[config.mk]
export PLATFORM = sky130hd
export DESIGN_NAME = rr_pipeline_arbiter
export DESIGN_NICKNAME = d
export VERILOG_FILES = /design/src/rtl/pipe_arb_pkg.sv /design/src/rtl/rr_priority_pick.sv /design/src/rtl/rr_pipeline_arbiter.sv
export SDC_FILE = /design/constraint.sdc
export NUM_CORES = 1
export LEC_CHECK = 0
export ABC_AREA = 1
export CAP_MARGIN = 15
export CELL_PAD_IN_SITES_DETAIL_PLACEMENT = 1
export CELL_PAD_IN_SITES_GLOBAL_PLACEMENT = 2
export CORE_ASPECT_RATIO = 0.75
export CORE_MARGIN = 5
export CORE_UTILIZATION = 20
export DETAILED_ROUTE_END_ITERATION = 8
export PLACE_DENSITY_LB_ADDON = 0.1
export SYNTH_ARGS = -nofsm -noshare
export SYNTH_HDL_FRONTEND = slang
export SYNTH_HIERARCHICAL = 1
export SYNTH_SLANG_ARGS = --single-unit
[constraint.sdc]
create_clock -name clk -period 2.55 [get_ports clk]
set_clock_uncertainty 0.2 [all_clocks]
set_input_delay 0.255 -clock clk [delete_from_list [all_inputs] [get_ports clk]]
set_output_delay 0.255 -clock clk [all_outputs]
set_load 0.01 [all_outputs]
[src/rtl/pipe_arb_pkg.sv]
// ============================================================================
//  pipe_arb_pkg
//  Shared types and helpers for the round-robin pipeline arbiter.
//  Revision: 1.0
// ============================================================================
`default_nettype none

package pipe_arb_pkg;

  typedef enum logic {
    IDLE = 1'b0,
    OWN  = 1'b1
  } arb_state_t;

  // Modulo-n increment that also handles non-power-of-2 n.
  function automatic int rr_next(input int idx, input int n);
    return (idx + 1 >= n) ? 0 : idx + 1;
  endfunction

endpackage

`default_nettype wire

[src/rtl/rr_priority_pick.sv]
// ============================================================================
//  rr_priority_pick
//  Rotating priority encoder: first set request at or after ptr, mod NUM_REQ.
//  Revision: 1.0
// ============================================================================
`default_nettype none

module rr_priority_pick
  import pipe_arb_pkg::*;
#(
  parameter int NUM_REQ = 4
) (
  input  logic [NUM_REQ-1:0]         req_i,
  input  logic [$clog2(NUM_REQ)-1:0] ptr_i,
  output logic                       found_o,
  output logic [$clog2(NUM_REQ)-1:0] idx_o
);

  localparam int IDXW = $clog2(NUM_REQ);

  int cand;

  always_comb begin
    found_o = 1'b0;
    idx_o   = '0;
    cand    = int'(ptr_i);
    for (int k = 0; k < NUM_REQ; k++) begin
      if (!found_o && req_i[cand[IDXW-1:0]]) begin
        found_o = 1'b1;
        idx_o   = cand[IDXW-1:0];
      end
      cand = rr_next(cand, NUM_REQ);
    end
  end

endmodule

`default_nettype wire

[src/rtl/rr_pipeline_arbiter.sv]
// ============================================================================
//  rr_pipeline_arbiter
//  N requesters share one registered valid/ready stage; round-robin with
//  a per-grant burst limit.
//  Revision: 1.0
// ============================================================================
`default_nettype none

module rr_pipeline_arbiter
  import pipe_arb_pkg::*;
#(
  parameter int DATA_WIDTH = 8,
  parameter int NUM_REQ    = 4,
  parameter int MAX_BURST  = 2
) (
  input  logic                          clk,
  input  logic                          reset,
  input  logic [NUM_REQ*DATA_WIDTH-1:0] in_data,
  input  logic [NUM_REQ-1:0]            in_valid,
  output logic [NUM_REQ-1:0]            in_ready,
  output logic [DATA_WIDTH-1:0]         out_data,
  output logic                          out_valid,
  input  logic                          out_ready,
  output logic [$clog2(NUM_REQ)-1:0]    out_src
);

  localparam int IDXW = $clog2(NUM_REQ);
  localparam int CW   = $clog2(MAX_BURST + 1);

  arb_state_t            state_q;
  logic [IDXW-1:0]       ptr_q;
  logic [IDXW-1:0]       owner_q;
  logic [CW-1:0]         burst_cnt_q;
  logic [CW-1:0]         burst_cnt_d;
  logic [DATA_WIDTH-1:0] data_q;
  logic [IDXW-1:0]       src_q;
  logic                  valid_q;

  logic                  load_en;
  logic                  pick_found;
  logic [IDXW-1:0]       pick_idx;
  logic                  xfer;
  logic [IDXW-1:0]       xfer_idx;
  logic [IDXW-1:0]       owner_inc_d;
  logic [IDXW-1:0]       grant_inc_d;

  rr_priority_pick #(
    .NUM_REQ (NUM_REQ)
  ) u_pick (
    .req_i   (in_valid),
    .ptr_i   (ptr_q),
    .found_o (pick_found),
    .idx_o   (pick_idx)
  );

  assign load_en     = !valid_q || out_ready;
  assign burst_cnt_d = burst_cnt_q + CW'(1);
  assign owner_inc_d = IDXW'(rr_next(int'(owner_q), NUM_REQ));
  assign grant_inc_d = IDXW'(rr_next(int'(pick_idx), NUM_REQ));

  // Ready is withheld during reset so nothing handshakes into a stage being cleared.
  always_comb begin
    xfer     = 1'b0;
    xfer_idx = '0;
    if (!reset && load_en) begin
      if (state_q == IDLE) begin
        xfer     = pick_found;
        xfer_idx = pick_idx;
      end else begin
        xfer     = in_valid[owner_q];
        xfer_idx = owner_q;
      end
    end
  end

  always_comb begin
    in_ready = '0;
    if (xfer) in_ready[xfer_idx] = 1'b1;
  end

  always_ff @(posedge clk) begin
    if (reset) begin
      state_q     <= IDLE;
      ptr_q       <= '0;
      owner_q     <= '0;
      burst_cnt_q <= '0;
      valid_q     <= 1'b0;
      data_q      <= '0;
      src_q       <= '0;
    end else if (load_en) begin
      valid_q <= xfer;
      if (xfer) begin
        data_q <= in_data[xfer_idx*DATA_WIDTH +: DATA_WIDTH];
        src_q  <= xfer_idx;
      end
      case (state_q)
        IDLE: begin
          if (pick_found) begin
            if (MAX_BURST == 1) begin
              ptr_q <= grant_inc_d;
            end else begin
              owner_q     <= pick_idx;
              burst_cnt_q <= CW'(1);
              state_q     <= OWN;
            end
          end
        end
        OWN: begin
          // Burst exhausted or owner went idle: hand priority to the next index.
          if (!in_valid[owner_q] || burst_cnt_d == CW'(MAX_BURST)) begin
            state_q <= IDLE;
            ptr_q   <= owner_inc_d;
          end else begin
            burst_cnt_q <= burst_cnt_d;
          end
        end
        default: state_q <= IDLE;
      endcase
    end
  end

  assign out_data  = data_q;
  assign out_valid = valid_q;
  assign out_src   = src_q;

endmodule

`default_nettype wire
==> flow_summary.json <==
{
  "status": "finished, violations left",
  "violations": "negative setup slack",
  "io_buffers": 53,
  "rows": 27,
  "synth_compound_area_frac": 0.0700,
  "synthCells": 270,
  "wl_per_cell_um": 12.4,
  "drive_gt1_frac": 0.309,
  "critical_path.top_delay_family": "simple AND/OR/NAND/NOR gates",
  "worst_ep_arrival_time_ps": 2160,
  "coreArea_um2": 7470,
  "worst_pin_slew_ps": 311,
  "min-delay-start": "out_src[1]$_SDFFE_PP0P_",
  "synth_simple_gate_area_frac": 0.517,
  "yosysMostFrequentCell": "nand2_1",
  "critPathLaunchType": "register",
  "synth.area.top_cells": "nand2_1 (26%), dfxtp_1 (23%), nand3_1 (9.3%)",
  "die_x_um": 112,
  "ant_nets": 0,
  "cts_buffer_depth": 2,
  "syn2layout_area_growth_pct": 74.4,
  "layout_setup_ws_ps": -61.4,
  "finalCritPeriodShare": 1.02,
  "maxSlewViolCount": 0,
  "die_y_um": 86.4,
  "r2r_cells": 16,
  "antenna_found_initial": 0,
  "finalHoldViolations": 0,
  "hold_class": "reg2reg",
  "fmax_mhz": 383,
  "crit_slowest_cell": "dfxtp_4",
  "synth_edf_count": 0,
  "async_reset_ff_frac": 0,
  "die-area_um2": 9660,
  "path_buf_inv": 4,
  "synth.yosys.seq_area_share": 0.232,
  "clk_latency_ps": 250,
  "finalSetupViolCount": 4,
  "critical_path.cell_chain": "buf_6 -> ha_4 -> o21bai_4 -> nand2_1 -> nand2_4 -> buf_6 -> nand4_1 -> nand3_2 -> nand2_2 -> nand2_4 -> nand2_4 -> buf_6 -> nor3_2 -> buf_2",
  "holdPathStages": 2,
  "critical_path_required_ps": 2100,
  "cap_viol_max_count": 0,
  "via_per_inst": 4.11,
  "r2r_start": "ptr_q[1]$_SDFFE_PP0P_",
  "synth_xor_area_frac": 0,
  "io_pins": 54,
  "ys_seq_elements": 18,
  "cp-end-kind": "primary output",
  "synth.area.mux_share": 0,
  "htree_levels": 1,
  "wl_um": 5750,
  "initial_core_util": 0.208,
  "finalCriticalPeriod_ps": 2610,
  "synth_area_per_cell_um2": 5.76,
  "numCtsBuffers": 3,
  "final.setup.tns_ps": -120,
  "peakVddDrop_mv": 0.233,
  "slew-limit-headroom": 0.793,
  "grt_pass1_wl_um": 9430,
  "root_buffer": "clkbuf_8",
  "antenna_cells": 0,
  "dpl.hpwl_um": 4720,
  "rr_endpoint": "out_data[2]$_SDFFE_PP0P_",
  "synthTopCellsByCount": "nand2_1 (107), nor2_1 (32), inv_1 (31)",
  "place_area_um2": 2400,
  "dr.pass1.iters": 4,
  "fin_area_um2": 2710,
  "gr-total-overflow": 0,
  "cts.clk_slew.worst_paths_ps": 70,
  "hold_buffers": 0,
  "synthFlopType": "dfxtp_1",
  "netlist_area_um2": 1560,
  "synth_fp_nets": 316,
  "synth_top_family_by_area": "simple AND/OR/NAND/NOR gates",
  "critPathKind": "reg2out",
  "drtIter0Drc": 52,
  "power_density_nw_per_um2": 1030,
  "grt_pass1_vias": 1899,
  "synthAdderAreaFrac": 0.0563,
  "grt_max_degree": 19,
  "synth.top_cell.area_share": 0.258,
  "ys_types": 24,
  "cts_sinks": 18,
  "nets": 409,
  "drcViolationCount": 0,
  "synth_top_cell_by_area": "nand2_1",
  "grt_usage": 0.118,
  "slowest_delay_ps": 370,
  "rrSetupSlack_ps": 0,
  "place.gp.congestion": 0.750,
  "vias": 1903,
  "grt_setup_unrepaired": "true",
  "hold_end": "out_src[1]$_SDFFE_PP0P_",
  "yosysWarnings": 6,
  "cts_tree": "done",
  "dp_slack_ps": -588,
  "leakagePower_uw": 0.00131,
  "critPathMaxFanout": 4
}
## state kept, by name, summed over array words and instances, names as in the netlist
name         flops
owner_q          2
out_valid        1
out_src          2
ptr_q            2
burst_cnt_q      2
state_q          1
out_data         8
## area by class of cell
| class | count | area (um2) |
|---|---|---|
| fillers | 969 | 4750 |
| multi-input cells | 211 | 1170 |
| clock buffers | 4 | 55.1 |
| well taps | 101 | 126 |
| repair buffers | 96 | 856 |
| inverters | 33 | 138 |
| flip-flops and latches | 18 | 368 |
## where the power goes
part,internal [uW],switching (uW),total (uW)
combinational,972,1120,2090
sequential,386,95.4,481
clock,137,91.5,228
## how the worst max path moves through the flow
stage,from,to,cells after the start
final,ptr_q[0]$_SDFFE_PP0P_,in_ready[1],14
after floorplan,ptr_q[0]$_SDFFE_PP0P_,in_ready[0],14
after global routing,ptr_q[1]$_SDFFE_PP0P_,in_ready[1],14
after detailed placement,in_valid[2],in_ready[0],13
after global placement,in_valid[2],in_ready[0],13
after CTS,ptr_q[1]$_SDFFE_PP0P_,in_ready[1],14
## stage by stage
stage	instances	hold WS, ps	power (uW)	util
after detailed placement	449	266	2190	0.321
after global placement	449	263	2180	0.321
after global routing	463	296	3070	0.363
final	463	279	2800	0.363
after CTS	458	276	2650	0.347
after floorplan	270	124	1450	-
## layout by cell type, fill, tap and decap left out, types with 6 or more instances in the layout
master / count
a21oi_1: 8
buf_4: 37
buf_6: 6
clkdlybuf4s50_1: 49
dfxtp_1: 16
inv_1: 25
nand2_1: 87
nand2_2: 25
nand3_1: 26
nor2_1: 25
nor2_2: 6
## metal layers
layer	global-route usage	wire (um)
met1	0.180	3170
met2	0.175	2340
met3	0.0105	169
met4	0.0365	66
met5	0	0
## logic make-up (layout without fill, tap and decap cells)
group | Yosys count | count (layout)
fa+ha+maj | 7 | 7
compound gates | 18 | 18
flops | 18 | 18
buf+inv | 41 | 133
simple gates | 186 | 186
## worst reg2reg max path, stage by stage, from the launching register on
cell and delay (ps):
dfxtp_4 400, inv_6 50, buf_4 130, buf_4 130, nand3_2 100, nand2_2 70, nor2_4 150, nand4_1 120
nand3_2 130, o21ai_4 70, nor2_4 200, buf_6 150, clkinvlp_4 200, nand2_2 120, nand2_2 80, nor2_2 110
nor2_1 40
## repair_timing
action / 4_1_cts / 5_1_grt
setup buffers: 6 / 5
cloned: 0 / 0
resized for setup: 49 / 29
pin swaps: 15 / 23
endpoints found under the setup margin: 12 / 12
Power figures use the tool's default switching activity.
==> variant 1 (config.mk and constraints unchanged) <==
`NUM_REQ` is set to 4 in 2 places; all go to 2.
--- a/src/rtl/rr_priority_pick.sv
+++ b/src/rtl/rr_priority_pick.sv
@@ -8,7 +8,7 @@
 module rr_priority_pick
   import pipe_arb_pkg::*;
 #(
-  parameter int NUM_REQ = 4
+  parameter int NUM_REQ = 2
 ) (
   input  logic [NUM_REQ-1:0]         req_i,
   input  logic [$clog2(NUM_REQ)-1:0] ptr_i,
--- a/src/rtl/rr_pipeline_arbiter.sv
+++ b/src/rtl/rr_pipeline_arbiter.sv
@@ -10,7 +10,7 @@
   import pipe_arb_pkg::*;
 #(
   parameter int DATA_WIDTH = 8,
-  parameter int NUM_REQ    = 4,
+  parameter int NUM_REQ    = 2,
   parameter int MAX_BURST  = 2
 ) (
   input  logic                          clk,
Interface: changed (resized in_data, in_ready, in_valid and out_src); port bits go from 54 to 33. No check against the original RTL was run, so the function may have changed too.
==> variant 1 against the original RTL <==
Design area fell by 51%. Synthesized area fell by 41%. Wire length fell by 53%. Sequential cell count fell by 3. Die area fell by 37%. Power fell by 74%. Sequential power fell by 42%. Worst setup slack improved by 0.23 ns. Synthesized cell count fell by 47%. Clock power fell by 11%. Critical path type is now in2out. Largest cell class unchanged. Highest routed layer unchanged.
==> variant 1: results (changes against the original RTL) <==
largest net degree at the start of global routing 17 (was 19); number of vias in the routed layout 961 (was 1,903); worst slew pin tran 0.473 ns (was 0.311 ns); buffer count from post-CTS setup fixing 0 (was 6); Worst VDD drop 0.000176 V (was 0.000233 V); most numerous cell types in the synthesized netlist nand2_1 (45), nor2_1 (24), inv_1 (21) (was nand2_1 (107), nor2_1 (32), inv_1 (31)); share of synthesized registers carrying an async set or reset 0 (unchanged); count of port buffers added during placement 32 (was 53); Routability Congestion 0.744 (was 0.750); post-detailed-placement half-perimeter wirelength 2.18 mm (was 4.72 mm); met3 routed WL 130 um (was 169 um); initial detailed-routing violation count 37 (was 52); met2 routed WL 1.26 mm (was 2.34 mm); proportion of layout cells with a drive suffix above 1 0.112 (was 0.309); worst hold start ptr_q$_SDFFE_PP0P_ (was out_src[1]$_SDFFE_PP0P_); overall routing resource usage 0.0987 (was 0.118); number of global-route vias before repair 996 (was 1,899); post-cts repair resize count 0 (was 49); met1 wire length 1.30 mm (was 3.17 mm); leading cell types by total area after synthesis dfxtp_1 (33%), nand2_1 (18%), nor2_1 (9.8%) (was nand2_1 (26%), dfxtp_1 (23%), nand3_1 (9.3%)); post-synth net total 166 (was 316); Worst Setup SP in_valid[1] (was ptr_q[0]$_SDFFE_PP0P_); data arrival at the endpoint of the critical path 1.93 ns (was 2.16 ns); number of distinct library cells after synthesis 16 (was 24); standard cell area after detailed placement 1290 um^2 (was 2400 um^2); leakage dissipation 0.669 nW (was 1.31 nW); net count reported at finish 202 (was 409); Wirelength per Cell 11.5 um (was 12.4 um); sequential fraction of the synthesis area 0.327 (was 0.232); FF-to-FF Start out_valid$_SDFFE_PP0P_ (was ptr_q[1]$_SDFFE_PP0P_); maximum net fanout on the critical path 10 (was 4); worst hold path class reg2reg (unchanged); first-pass GRT wire length 4.54 mm (was 9.43 mm); status complete, no violations (was complete, but fails checks)
## variant 1: final timing paths
check / to / slack [ns] / cells past startpoint
min reg2reg: ptr_q$_SDFFE_PP0P_ / 0.27 / 2
max: in_ready[0] / 0.17 / 9
max reg2reg: burst_cnt_q[0]$_SDFFE_PP0P_ / 1.01 / 6
min: ptr_q$_SDFFE_PP0P_ / 0.27 / 2
## variant 1: area by class of cell
class	instances	area, um^2
clock buffers	3	41.3
clock inverters	1	5.00
fillers	559	3100
inverters	23	86.3
multi-input cells	102	489
flip-flops and latches	15	300
well taps	57	71.3
repair buffers	35	345
## variant 1: per-layer routing
layer	up-vias	GRT usage
met4	0	0.0226
met1	438	0.125
met5	-	0
met2	20	0.160
li1	501	-
met3	2	0.0368
## variant 1: cells by family after synthesis
logic type,count (synthesis),synth area share
AND/OR/NAND/NOR,92,0.458
buffers and inverters,27,0.139
flip-flops,15,0.327
AO/OA/AOI/OAI,9,0.0614
adder cells (fa/ha/maj),1,0.0136
## variant 1: where the power goes
group	switching (W)	internal, W
combinational	0.000129	0.000117
clock	0.0000933	0.000108
sequential	0.0000183	0.000263
## variant 1: worst max-delay path: stages
cell	delay [ns]
clkdlybuf4s50_1	0.52
inv_1	0.06
a21oi_1	0.16
nand2_1	0.09
nand2_2	0.09
nand2_4	0.10
nand3_1	0.13
inv_1	0.05
clkdlybuf4s50_1	0.47
## variant 1: stage by stage
step | std cells | setup WS (ns) | hold slack, ns
floorplan | 144 | 1.11 | 0.124
global placement | 232 | 0.191 | 0.253
detailed placement | 232 | 0.121 | 0.274
CTS | 236 | 0.101 | 0.284
global route | 236 | 0.0298 | 0.329
finish | 236 | 0.166 | 0.274
==> variant 2 (config.mk and constraints unchanged) <==
Made on the original files. Make the reset (`reset`) asynchronous in one clocked block.
--- a/src/rtl/rr_pipeline_arbiter.sv
+++ b/src/rtl/rr_pipeline_arbiter.sv
@@ -78,7 +78,7 @@
     if (xfer) in_ready[xfer_idx] = 1'b1;
   end
 
-  always_ff @(posedge clk) begin
+  always_ff @(posedge clk or posedge reset) begin
     if (reset) begin
       state_q     <= IDLE;
       ptr_q       <= '0;
Behaviour: differs if reset is asserted again (counterexample within 4 cycles, from zero or initial values and one cycle with reset high); with reset held inactive, the same outputs for 10 cycles.
==> variant 2 against the original RTL <==
The run still ends with setup timing left. Synthesized cell count decreased by 8.1%. Worst hold slack worse by 0.022 ns. Synthesized area grew 4.3%. Design area up 2.7%. Worst setup slack got worse by 0.10 ns. Power grew 28%. Count of clock-buffer cells in the layout unchanged. Sequential cell count unchanged. Wire length rose by 7.0%. Critical path type unchanged. Critical endpoint is now in_ready[3]. Largest cell class unchanged. Largest power group unchanged.
==> variant 2: results (changes against the original RTL) <==
status complete, but fails checks (unchanged); violated checks setup timing (unchanged); cell type contributing the most total cell area after synthesis dfrtp_1 (was nand2_1); leading cell types by total area after synthesis dfrtp_1 (28%), nand2_1 (25%), nand2_2 (8.1%) (was nand2_1 (26%), dfxtp_1 (23%), nand3_1 (9.3%)); Worst VDD drop 0.000459 V (was 0.000233 V); pre-CTS WS -0.585 ns (was -0.588 ns); multi-input logic area 1150 um^2 (was 1170 um^2); sequential fraction of the synthesis area 0.278 (was 0.232); standard cell area after detailed placement 2480 um^2 (was 2400 um^2); net count reported at finish 394 (was 409); post-detailed-placement half-perimeter wirelength 4.81 mm (was 4.72 mm); proportion of layout cells with a drive suffix above 1 0.343 (was 0.309); Max stage delay cell, worst path dfrtp_2 (was dfxtp_4); combinational power 0.00277 W (was 0.00209 W); mean instance size in the synthesized netlist 6.54 um^2 (was 5.76 um^2); most numerous cell types in the synthesized netlist nand2_1 (108), nand3_1 (26), nand2_2 (21) (was nand2_1 (107), nor2_1 (32), inv_1 (31)); worst-case setup margin in the final layout -0.166 ns (was -0.0614 ns); data arrival at the endpoint of the critical path 2.26 ns (was 2.16 ns); Hold Slack 0.257 ns (was 0.279 ns); overall routing resource usage 0.126 (was 0.118); share of synthesized registers carrying an async set or reset 1.00 (was 0); Internal Power 0.00189 W (was 0.00149 W); post-synth net total 294 (was 316); arithmetic-cell share of the synthesized area counting full adders, half adders and majority gates 0.0540 (was 0.0563); global routing usage on met2 0.206 (was 0.175); final setup violating endpoints 4 (unchanged); leakage dissipation 1.42 nW (was 1.31 nW); number of distinct library cells after synthesis 26 (was 24); number of global-route vias before repair 1,951 (was 1,899); worst slew pin tran 0.321 ns (was 0.311 ns); initial detailed-routing violation count 51 (was 52); met1 wire length 3.14 mm (was 3.17 mm); first-pass GRT wire length 10.0 mm (was 9.43 mm); Setup Total Neg Slack -0.556 ns (was -0.120 ns); Worst Setup SP ptr_q[0]$_DFFE_PP0P_ (was ptr_q[0]$_SDFFE_PP0P_); fraction of the mapped netlist area in compound gates 0.0532 (was 0.0700); worst hold path class in2async (was reg2reg); Wirelength per Cell 13.6 um (was 12.4 um); maximum net fanout on the critical path 5 (was 4); FF-to-FF End out_data[7]$_DFFE_PP0P_ (was out_data[2]$_SDFFE_PP0P_); DP Cell Count 436 (was 449)
variant 2: cell types whose count changed in the layout (fill, tap and decap cells not counted), moves of 3 or more:
cell,delta
dfrtp_1,+16
inv_1,-11
buf_4,+6
ha_2,+3
nand2_1,+17
a21oi_1,-7
nand3_1,-3
nor2_1,-18
dfxtp_1,-16
nor2_2,-4
variant 2: worst reg2reg max path, cell delays in order, from the launching register on:
cell and delay [ns]:
dfrtp_2 0.44, inv_6 0.06, ha_4 0.29, inv_2 0.04
nand2_2 0.07, nand2_4 0.06, nor2_4 0.15, nand4_1 0.15
nand3_2 0.14, nand2_4 0.06, nand2_4 0.09, nand2_8 0.07
buf_4 0.16, buf_8 0.13, nand2_2 0.05, nand2_1 0.05
nand2_1 0.07, nand2_1 0.05, nand2_1 0.06, nand2_1 0.05
variant 2: worst max-delay path by stage:
stage / slack, ns / end
2_1_floorplan: -0.05 / in_ready[1]
3_3_place_gp: -0.59 / in_ready[3]
3_5_place_dp: -0.58 / in_ready[1]
4_1_cts: -0.15 / in_ready[3]
5_1_grt: -0.31 / in_ready[3]
6_report: -0.17 / in_ready[3]
variant 2: layout make-up:
| class | count | area share |
|---|---|---|
| flip-flops and latches | 18 | 0.163 |
| inverters | 22 | 0.0323 |
| multi-input cells | 201 | 0.413 |
| repair buffers | 102 | 0.325 |
| clock buffers | 4 | 0.0198 |
| well taps | 105 | 0.0472 |
variant 2: logic make-up after synthesis:
kind of cell	count (synthesis)
compound gates	13
fa+ha+maj	7
buf+inv	29
flops	18
simple gates	181
variant 2: what timing repair did:
item                       CTS  global route
pin swaps                   22            14
hold buffers                 0             0
gates resized for setup     49            12
setup endpoints to repair   12            17
buffers inserted            11             5
